===== config.mk =====
export PLATFORM = sky130hd
export DESIGN_NAME = fifo_stream_reader
export DESIGN_NICKNAME = d
export VERILOG_FILES = /design/src/rtl/fifo_stream_pkg.sv /design/src/rtl/stream_regq.sv /design/src/rtl/fifo_stream_reader.sv
export SDC_FILE = /design/constraint.sdc
export NUM_CORES = 1
export LEC_CHECK = 0
export BUFFER_PORTS_ARGS = -buffer_cell sky130_fd_sc_hd__buf_2
export CORE_MARGIN = 10
export CORE_UTILIZATION = 55
export CTS_CLUSTER_SIZE = 24
export DETAILED_ROUTE_END_ITERATION = 8
export HOLD_SLACK_MARGIN = 0.03
export PLACE_DENSITY = 0.86
export SYNTH_ARGS = -nofsm -noshare
export SYNTH_HDL_FRONTEND = slang
export SYNTH_SLANG_ARGS = --single-unit

===== constraint.sdc =====
create_clock -name clk -period 5.1 [get_ports clk]
set_clock_uncertainty 0.15 [all_clocks]
set_input_delay 1.02 -clock clk [delete_from_list [all_inputs] [get_ports clk]]
set_output_delay 1.02 -clock clk [all_outputs]
set_load 0.02 [all_outputs]

===== src/rtl/fifo_stream_pkg.sv =====
// Shared constants and helpers for the FIFO stream reader and its holding queue.
package fifo_stream_pkg;

   localparam int PKT_CNT_W = 16;
   localparam int Q_DEPTH   = 3;

   // Advance a ring pointer, wrapping back to zero at depth.
   function automatic int unsigned ring_next(input int unsigned ptr, input int unsigned depth);
      return (ptr + 32'd1 >= depth) ? 32'd0 : ptr + 32'd1;
   endfunction

endpackage


===== src/rtl/stream_regq.sv =====
// Small register-based FIFO queue with head/tail ring pointers and an occupancy count.
// A push and a pop in the same cycle are legal even when full.
module stream_regq
   import fifo_stream_pkg::*;
#(
   parameter int DataWidth = 32,
   parameter int Depth     = Q_DEPTH
) (
   input  logic                         clk,
   input  logic                         i_rst_n,
   input  logic                         i_push,
   input  logic [DataWidth-1:0]         i_push_data,
   input  logic                         i_pop,
   output logic [DataWidth-1:0]         o_head_data,
   output logic [$clog2(Depth+1)-1:0]   o_occ
);

   localparam int PtrW = (Depth > 1) ? $clog2(Depth) : 1;
   localparam int OccW = $clog2(Depth + 1);

   typedef logic [PtrW-1:0] ptr_t;

   logic [DataWidth-1:0] mem_q [Depth];
   ptr_t                 head_q, head_d;
   ptr_t                 tail_q, tail_d;
   logic [OccW-1:0]      occ_q, occ_d;
   logic                 do_pop;
   logic                 do_push;

   assign do_pop      = i_pop && (occ_q != '0);
   assign do_push     = i_push && ((occ_q != OccW'(Depth)) || do_pop);
   assign o_head_data = mem_q[head_q];
   assign o_occ       = occ_q;

   // NOTE: every variable gets a default at the top of always_comb so no path leaves it unassigned and infers a latch.
   always_comb begin
      head_d = head_q;
      tail_d = tail_q;
      if (do_push) tail_d = ptr_t'(ring_next(32'(tail_q), Depth));
      if (do_pop)  head_d = ptr_t'(ring_next(32'(head_q), Depth));
      occ_d = occ_q + OccW'(do_push) - OccW'(do_pop);
   end

   // NOTE: sequential state uses non-blocking assignments so every flop samples pre-edge values.
   always_ff @(posedge clk or negedge i_rst_n) begin
      if (!i_rst_n) begin
         head_q <= '0;
         tail_q <= '0;
         occ_q  <= '0;
      end else begin
         head_q <= head_d;
         tail_q <= tail_d;
         occ_q  <= occ_d;
      end
   end

   // NOTE: storage is deliberately not reset; occupancy alone decides which entries are meaningful.
   always_ff @(posedge clk) begin
      if (do_push) mem_q[tail_q] <= i_push_data;
   end

endmodule


===== src/rtl/fifo_stream_reader.sv =====
// Drains a synchronous FIFO with one-cycle read latency into a valid/ready stream,
// absorbing the latency in a 3-entry holding queue and framing packets of PacketLen beats.
module fifo_stream_reader
   import fifo_stream_pkg::*;
#(
   parameter int DataWidth = 32,
   parameter int PacketLen = 16
) (
   input  logic                 clk,
   input  logic                 i_rst_n,
   input  logic                 i_fifo_empty,
   input  logic [DataWidth-1:0] i_fifo_data,
   output logic                 o_fifo_read,
   output logic                 o_valid,
   output logic [DataWidth-1:0] o_data,
   output logic                 o_last,
   input  logic                 i_ready,
   output logic [PKT_CNT_W-1:0] o_pkt_count
);

   localparam int BeatW = (PacketLen > 1) ? $clog2(PacketLen) : 1;
   localparam int OccW  = $clog2(Q_DEPTH + 1);

   typedef logic [BeatW-1:0] beat_cnt_t;

   localparam beat_cnt_t LastBeat = beat_cnt_t'(PacketLen - 1);

   logic                 inflight_q, inflight_d;
   beat_cnt_t            beat_q, beat_d;
   logic [PKT_CNT_W-1:0] pkt_q, pkt_d;
   logic [OccW-1:0]      occ;
   logic [OccW:0]        committed;
   logic                 pop;

   // Words already queued plus the one still in the FIFO's read pipeline; never looks at i_ready.
   assign committed   = {1'b0, occ} + {{OccW{1'b0}}, inflight_q};
   assign o_fifo_read = i_rst_n && !i_fifo_empty && (committed < (OccW + 1)'(Q_DEPTH));

   assign o_valid     = (occ != '0);
   assign o_last      = o_valid && (beat_q == LastBeat);
   assign pop         = o_valid && i_ready;
   assign o_pkt_count = pkt_q;

   stream_regq #(
      .DataWidth (DataWidth),
      .Depth     (Q_DEPTH)
   ) u_queue (
      .clk         (clk),
      .i_rst_n     (i_rst_n),
      .i_push      (inflight_q),
      .i_push_data (i_fifo_data),
      .i_pop       (pop),
      .o_head_data (o_data),
      .o_occ       (occ)
   );

   always_comb begin
      inflight_d = o_fifo_read;
      beat_d     = beat_q;
      pkt_d      = pkt_q;
      if (pop) begin
         beat_d = (beat_q == LastBeat) ? '0 : beat_q + beat_cnt_t'(1);
         if (o_last) pkt_d = pkt_q + PKT_CNT_W'(1);
      end
   end

   always_ff @(posedge clk or negedge i_rst_n) begin
      if (!i_rst_n) begin
         inflight_q <= 1'b0;
         beat_q     <= '0;
         pkt_q      <= '0;
      end else begin
         inflight_q <= inflight_d;
         beat_q     <= beat_d;
         pkt_q      <= pkt_d;
      end
   end

endmodule


==> reports/results.tsv, run 1 <==
metric	value	unit
tritoncts	yes	
gr-usage-met3	6.508	%
pin_count_of_the_biggest_net_entering_global_routing	67	
first_global_vias	3002	
drtAntennaViolNets	0	
dr_wl_cell	17.15	um
start_util	55.79	%
buffer_ports.inserted	86	
final_cell_count_no_fill	537	
p_leak	2.417	nW
fmaxAchievable	0.2950	GHz
async_s_r_ff_share_synth	21.95	%
synth.avg_cell_area	15.17	sq um
timing.final.hold_violations	0	
post_synth_most_frequent_cells	96 x edfxtp_1, 48 x nand2_1, 36 x o21ai_0	
worst_slew_pin_slew	1.106	ns
globalRouteTotalUtil	14.77	%
synth_top_family_by_area	simple AND/OR/NAND/NOR gates	
drt_wl_total	9208	um
dieHeight	113.4	um
rsz_0062_raised_after_global_routing	false	
synth-edff-count	96	
io_pins	87	
clock_path_buffers	2	
worstSetupStartpointType	flip-flop	
ys_warn_count	0	
worst_setup_path_end_kind	primary output	
synth-compound-area-share	4.697	%
busiest_layer	met2	
final_cycle_share	66.47	%
max-vdd-ir-drop	236.0	uV
fraction_of_layout_instances_using_a_drive_strength_above_1	31.54	%
root_buffer	clkbuf_8	
place_inst	504	
syn-instance-count	316	
stdcell_area	5946	sq um
layout-area-overhead-vs-synth	24.01	%
setup-violations-final	0	
synth_seq_cells	123	
design.core.area	8593	sq um
postCtsHoldBufs	0	
dp_hpwl	6083	um
final.setup.tns	0	ns
seq_area_frac_synth	74.22	%
adder_cell_area_share_of_the_yosys_netlist	1.566	%
detail_route.first_pass.iterations	4	
fp.dieW	113.4	um
placement_cell_area	5365	sq um
kind_of_critical_path	flip-flop to primary output	
finalWeightedCongestion	0.7268	
final_period_minus_worst_setup_slack	3.390	ns
max_cap_violation_count	0	
arrival	2.22	ns
dr.first_iter.drc_count	174	
post-cts-setup-buffer-count	0	
final_critical_path_setup_slack	1.710	ns
clk_pin_slew	0.06	ns
synthesis.nets	358	
synth_cell_types	29	
max-slew-margin-rel	25.93	%
die-area	12850	sq um
finalMaxSlewViolations	0	
multiplexer_fraction_of_the_synthesized_cell_area	7.150	%
fraction_of_synthesized_cell_area_taken_by_the_top_area_cell_type	60.13	%
drc	0	
numCtsBuffers	17	
clock_tree.htree_level_count	4	
min_path_type	flip-flop to flip-flop	
route.detailed.vias_per_inst	5.283	
grt_use_met2	24.31	%
met1_usage	16.47	%
worst-path-max-fanout	34	
yosys-top-cells-area	edfxtp_1 60%, dfrtp_1 14%, mux2i_1 6.7%, o21ai_0 3.8%, nand2_1 3.8%	
run_status	complete, no violations	
number_of_filler_cells_placed_in_the_layout	610	
post_synthesis_xor_xnor_area_fraction	3.288	%
antenna_found_initial	0	
cts.sinks	123	
cts.repair.resized	0	
synth_area	4795	sq um
clock_latency	0.50	ns
reg2reg_setup_slack	2.51	ns
fin_nets	457	
synth_most_common_cell	edfxtp_1	
grt_first_pass_wirelength	14770	um
power.density	556.0	nW/um^2
synth_flop_cell	edfxtp_1	
routed-via-count	2837	
rows	34	
gr-total-overflow	0	
synth-simple-area-share	7.437	%
worstPathRequired	3.93	ns
yosys.area.top_type	edfxtp_1	
place_ws	1.871	ns
==> per-layer routing <==
layer	part of all wire [%]	wire length, um
met5	0	0
met4	1.4	126
met3	7.5	691
met2	50	4590
met1	41	3799
==> cells in the final DEF, fill, tap and decap left out, drive strengths merged, types with 4 or more instances in the layout <==
cell type,netlist,layout
ha,6,6
nor2,4,4
o21ai,37,37
dfrtp,27,27
edfxtp,96,96
buf,7,92
nand2,48,48
inv,5,11
mux2i,32,32
clkinvlp,0,4
clkbuf,5,18
xnor2,16,16
nand4,5,5
and3,7,7
nand3,7,7
==> sequential cells by signal (all words and copies together) (netlist names) <==
name / cells
u_queue.mem_q: 96
o_pkt_count: 16
beat_q: 4
u_queue.head_q: 2
u_queue.o_occ: 2
u_queue.tail_q: 2
inflight_q: 1
==> final timing paths <==
check                           cells after the start         startpoint              endpoint
worst max-delay path                                3  u_queue.head_q[0]             o_data[6]
worst min-delay path                                1    o_pkt_count[15]       o_pkt_count[15]
worst max register to register                      5   u_queue.o_occ[1]  u_queue.mem_q[2][21]
worst min register to register                      1    o_pkt_count[15]       o_pkt_count[15]
max in group asynchronous                           2            i_rst_n     u_queue.head_q[1]
min in group asynchronous                           2            i_rst_n             beat_q[1]
==> critical path: stages, from the launching register on <==
cell and delay (ns):
dfrtp_2 1.02, mux2i_1 0.17, o21ai_0 0.26, buf_2 0.22
==> cell type report <==
cell class | instances | area, sq um | area share [%]
Antenna cell | 1 | 2.502 | 0.04209
Clock buffer | 18 | 417.9 | 7.029
Clock inverter | 14 | 160.2 | 2.694
Inverter | 5 | 21.27 | 0.3577
Multi-Input combinational cell | 176 | 1172 | 19.72
Sequential cell | 123 | 3561 | 59.89
Tap cell | 108 | 135.1 | 2.273
Timing Repair Buffer | 92 | 475.5 | 7.997
==> report_power, final <==
| group | switching, mW | internal (mW) | total [mW] |
|---|---|---|---|
| Clock | 0.435 | 0.704 | 1.14 |
| Combinational | 0.456 | 0.300 | 0.756 |
| Sequential | 0.187 | 1.22 | 1.41 |
==> cell families (layout without fill, tap and decap cells) <==
group,count (synthesis),count (layout)
flip-flops,123,123
AND/OR/NAND/NOR,77,77
AO/OA/AOI/OAI,41,41
multiplexers,34,34
XOR/XNOR,18,18
buffers and inverters,17,129
adder cells (fa/ha/maj),6,6
other,0,1
==> metrics by stage <==
stage | total power, mW | hold WS, ns | util [%]
floorplan | 1.904 | 0.3159 | -
detailed placement | 2.200 | 0.3079 | 62.43
CTS | 3.347 | 0.3257 | 69.16
finish | 3.306 | 0.3220 | 69.19
global placement | 2.167 | 0.3131 | 62.43
global route | 3.479 | 0.3589 | 69.16
Note: power is estimated with default switching activity, not from simulation.
==> run 2, diff against run 1 <==
--- a/config.mk
+++ b/config.mk
@@ -5,13 +5,14 @@
 export SDC_FILE = /design/constraint.sdc
 export NUM_CORES = 1
 export LEC_CHECK = 0
+export ABC_AREA = 1
 export BUFFER_PORTS_ARGS = -buffer_cell sky130_fd_sc_hd__buf_2
 export CORE_MARGIN = 10
-export CORE_UTILIZATION = 55
+export CORE_UTILIZATION = 50
 export CTS_CLUSTER_SIZE = 24
 export DETAILED_ROUTE_END_ITERATION = 8
 export HOLD_SLACK_MARGIN = 0.03
-export PLACE_DENSITY = 0.86
+export PLACE_DENSITY = 0.82
 export SYNTH_ARGS = -nofsm -noshare
 export SYNTH_HDL_FRONTEND = slang
 export SYNTH_SLANG_ARGS = --single-unit
==> constraint.sdc (replaced) <==
create_clock -name clk -period 3.04 [get_ports clk]
set_clock_uncertainty 0.15 [all_clocks]
set_input_delay 0.608 -clock clk [delete_from_list [all_inputs] [get_ports clk]]
set_output_delay 0.608 -clock clk [all_outputs]
set_load 0.02 [all_outputs]
==> run 2 against run 1 <==
  * Sequential share of layout area decreased by 3.5 points
  * Hold slack lost 0.17 ns
  * Synthesized area increased by 6.1%
  * Die area rose by 14%
  * Routed wire length up 17%
  * Synthesized cell count is 32% higher
  * Total power increased by 86%
  * Via count increased by 20%
  * Global-route usage increased by 0.28 points
  * First-iteration DRC count grew 79%
  * Sequential power grew 55%
  * Non-clock buffer count is 8 higher
==> reports/results.tsv, run 2 <==
metric	value	unit	change
worst_setup_path_end_kind	primary output		
worstSetupStartpointType	flip-flop		
routed-via-count	3403		+20%
design.core.area	9819	sq um	+14%
gr-total-overflow	0		unchanged
postCtsHoldBufs	1		+1
max-slew-margin-rel	68.56	%	+43 points
comb_power_share	31.7	%	+8.8 points
clock_path_buffers	2		unchanged
power.density	973.5	nW/um^2	+75%
diodes	0		-1
synth_most_common_cell	edfxtp_1		
fraction_of_synthesized_cell_area_taken_by_the_top_area_cell_type	56.69	%	-3.4 points
rows	36		+5.9%
clock_tree.htree_level_count	4		unchanged
final_critical_path_setup_slack	0.1803	ns	-1.530 ns
registers.top_by_ff_count	u_queue.mem_q		
finalMaxSlewViolations	0		unchanged
drt_wl_total	10750	um	+17%
switching_share_of_power	35.63	%	+3.0 points
critPathSlowestCell	dfrtp_1		
setup-violations-final	0		unchanged
yosys.area.top_type	edfxtp_1		
synth_area	5085	sq um	+6.1%
buffer_ports.inserted	86		unchanged
min_delay_worst_endpoint	u_queue.mem_q[0][18]		
dp_hpwl	7299	um	+20%
dieHeight	120.8	um	+6.6%
rsz_0062_raised_after_global_routing	false		
fmaxAchievable	0.3497	GHz	
worst_path_largest_cell_delay	0.43	ns	-0.59 ns
route.detailed.vias_per_inst	5.102		-3.4%
grt_first_pass_wirelength	17540	um	+19%
timing.final.hold_violations	0		unchanged
fp.dieW	120.8	um	+6.6%
max-vdd-ir-drop	505.5	uV	+110%
worst_slew_pin_slew	0.4717	ns	-0.6345 ns
worst_r2r_path_depth	5		unchanged
fin_nets	563		+23%
finalWeightedCongestion	0.8174		+12%
dr.first_iter.drc_count	311		+79%
clk_pin_slew	0.06	ns	about the same
synth_flop_cell	edfxtp_1		
regToRegEndpoint	u_queue.mem_q[1][25]		
synth_seq_cells	123		unchanged
regToRegStartpoint	u_queue.o_occ[1]		
internal_power	3.953	mW	+77%
pin_count_of_the_biggest_net_entering_global_routing	35		-48%
final_period_minus_worst_setup_slack	2.860	ns	
layout-area-overhead-vs-synth	24.06	%	about the same
clock_latency	0.50	ns	about the same
final_cycle_share	94.07	%	
io_pins	87		unchanged
ys_warn_count	0		unchanged
run_status	complete, no violations		
critical_path.most_common_cell	ha_1		
pwr-share-seq	35.6	%	-7.1 points
max_cap_violation_count	0		unchanged
hold_path_depth	1		unchanged
start_util	51.78	%	-4.0 points
synthesis.nets	460		+28%
top_cell_family_by_delay_on_the_critical_path	flip-flops		
syn-instance-count	418		+32%
min_path_type	primary input to flip-flop		
critical_path_buf_inv_count	1		unchanged
power.clock.fraction	32.7	%	-1.7 points
reg2reg_setup_slack	1.14	ns	-1.37 ns
largest_register_ffs	96		unchanged
async_s_r_ff_share_synth	21.95	%	unchanged
antenna_found_initial	0		unchanged
globalRouteTotalUtil	15.05	%	+0.28 points
worstPathRequired	2.28	ns	-1.65 ns
detail_route.first_pass.iterations	4		unchanged
cts.sinks	123		unchanged
drtAntennaViolNets	0		unchanged
layout_commonest_cell	edfxtp_1		
tritoncts	yes		
yosys-top-cells-area	edfxtp_1 57%, dfrtp_1 13%, nand2_1 6.1%, nand3_1 4.7%, inv_1 4.4%		
drc	0		unchanged
layout_common_cells	96 x edfxtp_1, 86 x buf_2, 82 x nand2_1		
synth.avg_cell_area	12.16	sq um	-20%
worst-path-max-fanout	5		-85%
arrival	2.10	ns	-0.12 ns
place_ws	0.6943	ns	-1.176 ns
power_total	6.141	mW	+86%
numCtsBuffers	17		unchanged
final.setup.tns	0	ns	unchanged
fraction_of_layout_instances_using_a_drive_strength_above_1	26.78	%	-4.8 points
cts.repair.resized	0		unchanged
die-area	14600	sq um	+14%
seq_area_frac_synth	69.98	%	-4.2 points
synth_cell_types	29		unchanged
min_from	i_fifo_data[18]		
synth-edff-count	96		unchanged
crit_path_cell_trace	ha_1 > ha_1 > or3b_2 > a21oi_1 > buf_2		
post_synth_most_frequent_cells	96 x edfxtp_1, 82 x nand2_1, 59 x inv_1		
kind_of_critical_path	flip-flop to primary output		
post-cts-setup-buffer-count	0		unchanged
switchingPower	2.188	mW	+100%
p_leak	2.679	nW	+11%
dr_wl_cell	16.11	um	-6.1%
first_global_vias	3489		+16%
root_buffer	clkbuf_8		
run 2: cell count changes in the layout (fill, tap and decap cells not counted), moves of 4 or more:
cell      before  now
and3_1         5    0
buf_4          6   13
inv_1          4   59
mux2i_1       32    0
nand2_1       48   82
nand3_1        7   48
nand3b_1       0    4
nand4_1        5    1
nor2_1         4   15
o211ai_1       0   28
o211ai_2       0    4
o21ai_0       36    8
xnor2_1       16    4
run 2: layout make-up:
| type | count | area [sq um] |
|---|---|---|
| fillers | 751 | 3511 |
| inverters | 60 | 225.2 |
| multi-input cells | 219 | 1220 |
| clock inverters | 15 | 186.4 |
| well taps | 133 | 166.4 |
| repair buffers | 100 | 538.0 |
| flip-flops and latches | 123 | 3558 |
| clock buffers | 17 | 414.1 |
run 2: kinds of logic after synthesis:
kind of cell / share of synthesized area [%]
AO/OA/AOI/OAI: 6.102
XOR/XNOR: 1.550
adder cells (fa/ha/maj): 1.476
buffers and inverters: 6.250
flip-flops: 69.98
AND/OR/NAND/NOR: 14.64
run 2: worst max path at each step:
stage / startpoint / to / slack, ns / cells past startpoint
4_1_cts: u_queue.o_occ[0] / o_fifo_read / 0.15 / 5
2_1_floorplan: i_ready / u_queue.mem_q[2][0] / 0.11 / 6
6_report: u_queue.o_occ[0] / o_fifo_read / 0.18 / 5
3_5_place_dp: u_queue.o_occ[0] / o_fifo_read / 0.69 / 5
3_3_place_gp: u_queue.o_occ[0] / o_fifo_read / 0.75 / 5
5_1_grt: u_queue.o_occ[0] / o_fifo_read / 0.08 / 5
run 2: metrics by stage:
step           instances  hold slack, ns  utilization, %  area [sq um]
2_1_floorplan        418          0.1624               -          5090
3_3_place_gp         634          0.3183           58.03          5698
3_5_place_dp         634          0.3355           58.03          5698
4_1_cts              667          0.1301           64.25          6309
5_1_grt              667          0.1382           64.25          6309
6_report             667          0.1522           64.25          6309
run 2: power by group through the flow:
stage / combinational [mW] / sequential [mW] / clock, mW
global placement: 1.94 / 2.20 / 0
global route: 2.15 / 2.21 / 2.12
CTS: 1.99 / 2.19 / 2.04
floorplan: 1.32 / 2.22 / 0
detailed placement: 1.98 / 2.22 / 0
finish: 1.95 / 2.19 / 2.01
run 2: per-layer routing:
layer	wire, um	up-vias	track usage (%)	part of all wire (%)
met2	5559	113	25.68	52
met3	727	9	4.048	6.8
met4	115	0	6.259	1.1
met1	4342	1635	17.52	40
li1	-	1646	-	-
met5	0	-	0	0
